<file path="src/rtl/butterfly_pipe.sv">
// butterfly_pipe: 3-stage radix-2 DIT butterfly with twiddle rotation,
// optional halving and range limiting, and a valid/ready handshake.
// The whole pipeline shares one stall enable, so backpressure freezes every stage.
// Optional build macro BUTTERFLY_PIPE_SAT_EN: when defined, out-of-range
// results saturate to the nearest limit; when undefined, the results wrap.
module butterfly_pipe #(
    parameter int DATA_WIDTH = 16,
    parameter int FRAC_BITS  = 15,
    parameter int TAG_WIDTH  = 8
) (
    input  logic                        clk_i,
    input  logic                        rst_ni,
    input  logic                        in_valid_i,
    output logic                        in_ready_o,
    input  logic [1:0][DATA_WIDTH-1:0]  a_i,
    input  logic [1:0][DATA_WIDTH-1:0]  b_i,
    input  logic [1:0][FRAC_BITS:0]     twid_i,
    input  logic                        inv_i,
    input  logic                        scale_i,
    input  logic [TAG_WIDTH-1:0]        tag_i,
    output logic                        out_valid_o,
    input  logic                        out_ready_i,
    output logic [1:0][DATA_WIDTH-1:0]  a_o,
    output logic [1:0][DATA_WIDTH-1:0]  b_o,
    output logic [TAG_WIDTH-1:0]        tag_o,
    output logic                        ovf_o,
    input  logic                        ovf_clr_i
);

    localparam int PW = DATA_WIDTH + FRAC_BITS + 1;  // full product width
    localparam int SW = PW + 1;                      // rotation sum width
    localparam int RW = DATA_WIDTH + 2;              // rounded / add-sub width

    localparam logic [SW-1:0] RND = {{(SW-FRAC_BITS){1'b0}}, 1'b1, {(FRAC_BITS-1){1'b0}}};

    logic en;
    assign en = !out_valid_o || out_ready_i;
    // Reset forces ready high even while a stalled result is still held.
    assign in_ready_o = en || !rst_ni;

    // Operands sign-extended to the product width; the low PW bits of the
    // unsigned product equal the signed product.
    logic [PW-1:0] br_x, bi_x, wr_x, wi_x;
    assign br_x = {{(PW-DATA_WIDTH){b_i[0][DATA_WIDTH-1]}}, b_i[0]};
    assign bi_x = {{(PW-DATA_WIDTH){b_i[1][DATA_WIDTH-1]}}, b_i[1]};
    assign wr_x = {{(PW-FRAC_BITS-1){twid_i[0][FRAC_BITS]}}, twid_i[0]};
    assign wi_x = {{(PW-FRAC_BITS-1){twid_i[1][FRAC_BITS]}}, twid_i[1]};

    logic                       v1, inv1, scale1;
    logic [1:0][DATA_WIDTH-1:0] a1;
    logic [PW-1:0]              p_rr1, p_ii1, p_ri1, p_ir1;
    logic [TAG_WIDTH-1:0]       tag1;

    // Stage 1: register the four partial products with their sideband.
    always_ff @(posedge clk_i) begin
        if (!rst_ni) begin
            v1 <= 1'b0;
        end else if (en) begin
            v1     <= in_valid_i;
            a1     <= a_i;
            p_rr1  <= br_x * wr_x;
            p_ii1  <= bi_x * wi_x;
            p_ri1  <= br_x * wi_x;
            p_ir1  <= bi_x * wr_x;
            inv1   <= inv_i;
            scale1 <= scale_i;
            tag1   <= tag_i;
        end
    end

    logic [SW-1:0] rr_x, ii_x, ri_x, ir_x, sum_re, sum_im, rnd_re, rnd_im;
    assign rr_x = {p_rr1[PW-1], p_rr1};
    assign ii_x = {p_ii1[PW-1], p_ii1};
    assign ri_x = {p_ri1[PW-1], p_ri1};
    assign ir_x = {p_ir1[PW-1], p_ir1};

    // Rotation by W or conj(W), rounded half-up at the fraction boundary.
    always_comb begin
        sum_re = inv1 ? (rr_x + ii_x) : (rr_x - ii_x);
        sum_im = inv1 ? (ir_x - ri_x) : (ri_x + ir_x);
        rnd_re = sum_re + RND;
        rnd_im = sum_im + RND;
    end

    logic                       v2, scale2;
    logic [1:0][DATA_WIDTH-1:0] a2;
    logic [RW-1:0]              rot2_re, rot2_im;
    logic [TAG_WIDTH-1:0]       tag2;

    // Stage 2: register the rounded rotation (arithmetic shift == upper slice).
    always_ff @(posedge clk_i) begin
        if (!rst_ni) begin
            v2 <= 1'b0;
        end else if (en) begin
            v2      <= v1;
            a2      <= a1;
            rot2_re <= rnd_re[SW-1:FRAC_BITS];
            rot2_im <= rnd_im[SW-1:FRAC_BITS];
            scale2  <= scale1;
            tag2    <= tag1;
        end
    end

    function automatic logic [RW-1:0] halve(input logic [RW-1:0] v, input logic s);
        return s ? {v[RW-1], v[RW-1:1]} : v;
    endfunction

    function automatic logic out_of_range(input logic [RW-1:0] v);
        return !((&v[RW-1:DATA_WIDTH-1]) || !(|v[RW-1:DATA_WIDTH-1]));
    endfunction

    function automatic logic [DATA_WIDTH-1:0] limit(input logic [RW-1:0] v);
`ifdef BUTTERFLY_PIPE_SAT_EN
        if (out_of_range(v))
            return v[RW-1] ? {1'b1, {(DATA_WIDTH-1){1'b0}}} : {1'b0, {(DATA_WIDTH-1){1'b1}}};
`endif
        return v[DATA_WIDTH-1:0];
    endfunction

    logic [RW-1:0] ax_re, ax_im, s_are, s_aim, s_bre, s_bim;
    logic          ovf_d;

    // Stage 3: add/subtract, optional halving and overflow detection.
    always_comb begin
        ax_re = {{2{a2[0][DATA_WIDTH-1]}}, a2[0]};
        ax_im = {{2{a2[1][DATA_WIDTH-1]}}, a2[1]};
        s_are = halve(ax_re + rot2_re, scale2);
        s_aim = halve(ax_im + rot2_im, scale2);
        s_bre = halve(ax_re - rot2_re, scale2);
        s_bim = halve(ax_im - rot2_im, scale2);
        ovf_d = out_of_range(s_are) || out_of_range(s_aim) ||
                out_of_range(s_bre) || out_of_range(s_bim);
    end

    // Output register: holds its contents whenever the consumer stalls.
    always_ff @(posedge clk_i) begin
        if (!rst_ni) begin
            out_valid_o <= 1'b0;
            a_o         <= '0;
            b_o         <= '0;
            tag_o       <= '0;
        end else if (en) begin
            out_valid_o <= v2;
            if (v2) begin
                a_o   <= {limit(s_aim), limit(s_are)};
                b_o   <= {limit(s_bim), limit(s_bre)};
                tag_o <= tag2;
            end
        end
    end

    // Sticky overflow flag; a new overflow wins over a simultaneous clear.
    always_ff @(posedge clk_i) begin
        if (!rst_ni)
            ovf_o <= 1'b0;
        else if (en && v2 && ovf_d)
            ovf_o <= 1'b1;
        else if (ovf_clr_i)
            ovf_o <= 1'b0;
    end

endmodule

</file>
<file path="config.mk">
export PLATFORM = sky130hd
export DESIGN_NAME = butterfly_pipe
export DESIGN_NICKNAME = d
export VERILOG_FILES = /design/src/rtl/butterfly_pipe.sv
export SDC_FILE = /design/constraint.sdc
export NUM_CORES = 2
export LEC_CHECK = 0
export BUFFER_PORTS_ARGS = -buffer_cell sky130_fd_sc_hd__buf_2
export CORE_ASPECT_RATIO = 1.5
export CORE_MARGIN = 4
export CORE_UTILIZATION = 45
export DETAILED_ROUTE_END_ITERATION = 8
export PLACE_DENSITY = 0.71
export RECOVER_POWER = 100
export SYNTH_ARGS = -nofsm -noshare
export SYNTH_HDL_FRONTEND = slang
export SYNTH_SLANG_ARGS = --single-unit
</file>
<file path="constraint.sdc">
create_clock -name clk_i -period 14.8 [get_ports clk_i]
set_input_delay 2.96 -clock clk_i [delete_from_list [all_inputs] [get_ports clk_i]]
set_output_delay 2.96 -clock clk_i [all_outputs]
set_load 0.02 [all_outputs]
</file>
======== Word-level counts from Yosys, hierarchy flattened ========
Cells that the tools add are included.
word-level totals
  bits of input ports ..................... 111
  output and inout port bits .............. 75
  logic and storage cells ................. 78
  flip-flop bits (word level) ............. 323
operators by class
  reduce and logical (&&, ||, !) cells .... 32
  mux-type cells .......................... 8
  multipliers ............................. 4
  add/subtract/negate cells ............... 10
operators by type and width
  kind                                             count
  multiplier 16 x 16 -> 32 bit                     4
  2-to-1 mux 17 bit                                4
  adder 32 x 32 -> 33 bit                          2
  adder 33 x 15 -> 33 bit (second input constant)  2
  2-to-1 mux 33 bit                                2
  subtractor 32 x 32 -> 33 bit                     2
  adder 18 bit                                     2
  subtractor 18 bit                                2
  AND reduction 3 bit                              4
  OR reduction 3 bit                               4
  logical NOT 1 bit                                10
  logical OR 1 bit                                 9
  AND reduction 2 bit                              2
  logical AND 1 bit                                2
  2-to-1 mux 1 bit                                 2
  nonzero test 2 bit                               1

======== Longest topological paths before layout ========
  depth after elaboration ................. 11
  gate-level depth with buffers ........... 25

======== Worst setup path before layout ========
No wires, ideal clock.
  path kind ............................... input to register
  start ................................... input port rst_ni
  end ..................................... register a1[0] in the netlist's numbering (enable)
  data required time ...................... 13.941 ns
  stages .................................. 4
  setup time .............................. 0.859 ns
  data arrival time ....................... 13.678 ns
  path buffers ............................ 2
  setup slack ............................. 0.264 ns
  cell sequence ........................... inv_1 > clkbuf_1 > clkbuf_1 > nor2_1
between the ends
  word-level cells in the longest chain between the ends .. 1
RTL lines
  item                           RTL line  RTL
  start, declared                12        input logic rst_ni,
  AND reduction 2 bit (no line)  --
  end signal, assigned           60        a1 <= a_i;
  end, declared                  50        logic [1:0][DATA_WIDTH-1:0] a1;
No other way between the ends.
A chain may end at the register's enable or synchronous reset.

======== Worst setup path after layout ========
  start ................................... input port rst_ni
  end ..................................... register p_ir1[29] (enable)
between the ends
  word-level cells in the longest chain between the ends .. 1
RTL lines
  item                           RTL line  RTL
  AND reduction 2 bit (no line)  --
  end signal, assigned           64        p_ir1 <= bi_x * wr_x;
  end, declared                  51        logic [PW-1:0] p_rr1, p_ii1, p_ri1, p_ir1;
No other way between the ends.

==> summary.md <==
| Metric | Value |
|---|---|
| Worst-skew pair later-pin latency | ~0.58 ns |
| Die Y | 447 um |
| DR pass1 iterations | 5 |
| Post-Route WL | between 150 and 200 mm |
| Die width | 301 um |
| Worst-path clk slew | 0.06 ns |
| Initial Utilization | a little under half |
| Largest cells by area after synthesis | fa_1 (36%), edfxtp_1 (13%), ha_1 (10%) |
| FMAX | ~86 MHz |
| TritonCTS sink count | ~320 |
| Wire per inst | 19.0 um |
| Post-synthesis sequential area ratio | between 10% and 20% |
| Minimum clock period | roughly 12 ns |
| Post-Synth XOR/XNOR Area | 5.03% |
| Setup Skew | between 0.02 and 0.03 ns |
| CTS max path bufs | 3 |
| Largest family of logic cells by synthesized area | adder cells |
| Critical path class | input port to flip-flop |
| Clock root buffer | clkbuf_16 |
| Vias in the first global route | roughly 46000 |
| Fillers | roughly 12000 |
| Startpoint Class | input port |
| Share of cells above drive strength 1 | 3.36% |
| Most frequent cell after synthesis | inv_1 |
| Synth Area in Adders | between 40 and 50% |
| RSZ-0062 raised after global routing | false |
| Slew @ Worst Pin | approximately 7.6 ns |
| Die area | around 130000 um2 |
| Post-synthesis register bit count | 323 |
| Post-CTS resize count | 0 |
| Status | finished, violations left |
| Syn. warnings | 0 |
| Largest net degree at the start of global routing | ~130 |
| Placer Congestion | 0.905 |
| Setup violators final | 0 |
| Synth area leader | fa_1 |
| DR DRC count | 0 |
| Buffers on Ports | between 150 and 200 |
| Net count, final | about 7800 |
| First-pass GRT wire length | 241 mm |
| # rows | 160 |
| Multiplexer area fraction after synthesis | less than 1% |
| Post-Syn Area | 57900 um2 |
| CTS Hold Bufs | 0 |
| Initial antenna violation count | 11 |
| GR Overflow Total | 0 |
| H-tree depth | 2 |
| Area delta synth->final | 5.74% |
| Synth Area in Compound Gates | 7.68% |
| Synth cell types | 87 |
| Antenna-violating nets left | 0 |
| Routed via count | between 40000 and 50000 |
| Post-synthesis simple-gate area fraction | 14.9% |
| Post-synth ARST share | 0% |
| Most used DFF post-synth | edfxtp_1 |
| Hold WC Path Type | flip-flop to flip-flop |
| Fin Setup TNS | 0 ns |
| Ports | 186 |
| Multi-input gate area | about 43000 um2 |
| Critical Path RT | 14.76 ns |
| Endpoints failing hold | 0 |
| Iteration-0 DRC Markers | roughly 2400 |
| Failing checks | capacitance limit, slew limit |
| PnR worst setup slack | approximately 3.2 ns |
| CTS tree | yes |
| GRT Util Overall | 22.8% |
| Synth top area share | 36.4% |
| Synth top cells by count | inv_1 (1266), fa_1 (1052), nand2_1 (634) |
| Worst slack, placed | 4.59 ns |
| Largest fanout on the critical path | 133 |
| Tcrit/Tclk final | roughly four fifths |
| Syn Nets | approximately 7800 |
| Storage cell area | ~9000 um2 |
| Detailed Place HPWL | 119 mm |
| Mapped Cells | 6164 |
| Post-CTS Setup Bufs | 0 |
| Core ar. | approximately 130000 um2 |
| Crit path arrival time | about 12 ns |
| EDFF count, synth | 247 |
| Rel. slew slack | -408% |
| Fin. max-slew vios | roughly 560 |
| Max_cap viols | 10 |
| Synthesized area per cell | 9.39 um2 |
| Worst Setup End Kind | flip-flop |
| Vias per cell | 5.35 |
| Inserted Clock Buffers | 38 |
## path summary, 6_finish.rpt
path / startpoint / to / slack (ns) / cells after the start
setup / recovery: rst_ni / p_ir1[29] / 3.21 / 5
hold / removal: a1[26] / a2[26] / 0.42 / 0
setup reg to reg: out_valid_o / p_ir1[29] / 5.82 / 4
hold reg to reg: a1[26] / a2[26] / 0.42 / 0
## worst max-delay path: stages
cell      delay, ns
clkbuf_1       0.50
inv_1          0.19
nor2_4         0.13
clkbuf_1       2.11
clkbuf_1       5.45
## registers in the layout (all words and copies together), names as in the netlist, 8 cells and up
| register | flops |
|---|---|
| a1 | 32 |
| a2 | 32 |
| a_o | 32 |
| b_o | 32 |
| p_ii1 | 32 |
| p_ir1 | 32 |
| p_ri1 | 32 |
| p_rr1 | 32 |
| rot2_im | 18 |
| rot2_re | 18 |
| tag1 | 8 |
| tag2 | 8 |
| tag_o | 8 |
## cell usage in the layout, fill, tap and decap left out, types with 39 or more instances in the layout
cell       count
a211oi_1      48
a21o_1        86
a21oi_1      234
and2_1       486
buf_2         93
clkbuf_1     103
clkbuf_16     39
dfxtp_1       76
edfxtp_1     247
fa_1        1052
ha_1         462
inv_1       1266
nand2_1      633
nand2b_1      53
nor2_1       279
nor3_1        77
o21ai_0       98
o21bai_1      39
xnor2_1      240
xor2_1        90
## layout make-up
class / instances / area share, %
flip-flops and latches: 323 / 14.6
inverters: 1267 / 7.77
clock buffers: 45 / 1.66
multi-input cells: 4316 / 70.5
repair buffers: 212 / 1.61
diodes: 9 / 0.0368
clock inverters: 25 / 0.292
well taps: 1701 / 3.48
## per-stage QoR
step / hold WS [ns] / cells / instance area, um2 / utilization (%)
finish: 0.419 / 7898 / 61200 / 48.1
global route: 0.425 / 7890 / 61200 / 48.1
CTS: 0.421 / 7889 / 61400 / 48.2
floorplan: 0.400 / 6164 / 57900 / -
detailed placement: 0.405 / 7819 / 60200 / 47.3
global placement: 0.404 / 7819 / 60200 / 47.3
## metal layers
layer	GRT usage [%]	up-vias	part of all wire, %
met2	41.4	1322	51
li1	-	19051	-
met5	0	-	0.022
met4	11.8	4	6.0
met3	2.07	385	5.3
met1	26.7	21455	37
## cells by family (layout without fill, tap and decap cells)
| kind of cell | Yosys count | in the layout |
|---|---|---|
| AOI/OAI and AO/OA | 680 | 680 |
| xor gates and xnor gates | 331 | 331 |
| adders and majority gates | 1514 | 1514 |
| buffers and inverters | 1525 | 1549 |
| DFF | 323 | 323 |
| muxes | 35 | 35 |
| other | 0 | 9 |
| and+or+nand+nor | 1756 | 1756 |
Power is left out: the tool's default activity adds up to more than one toggle a clock period on the data nets, which glitch-free logic cannot reach.
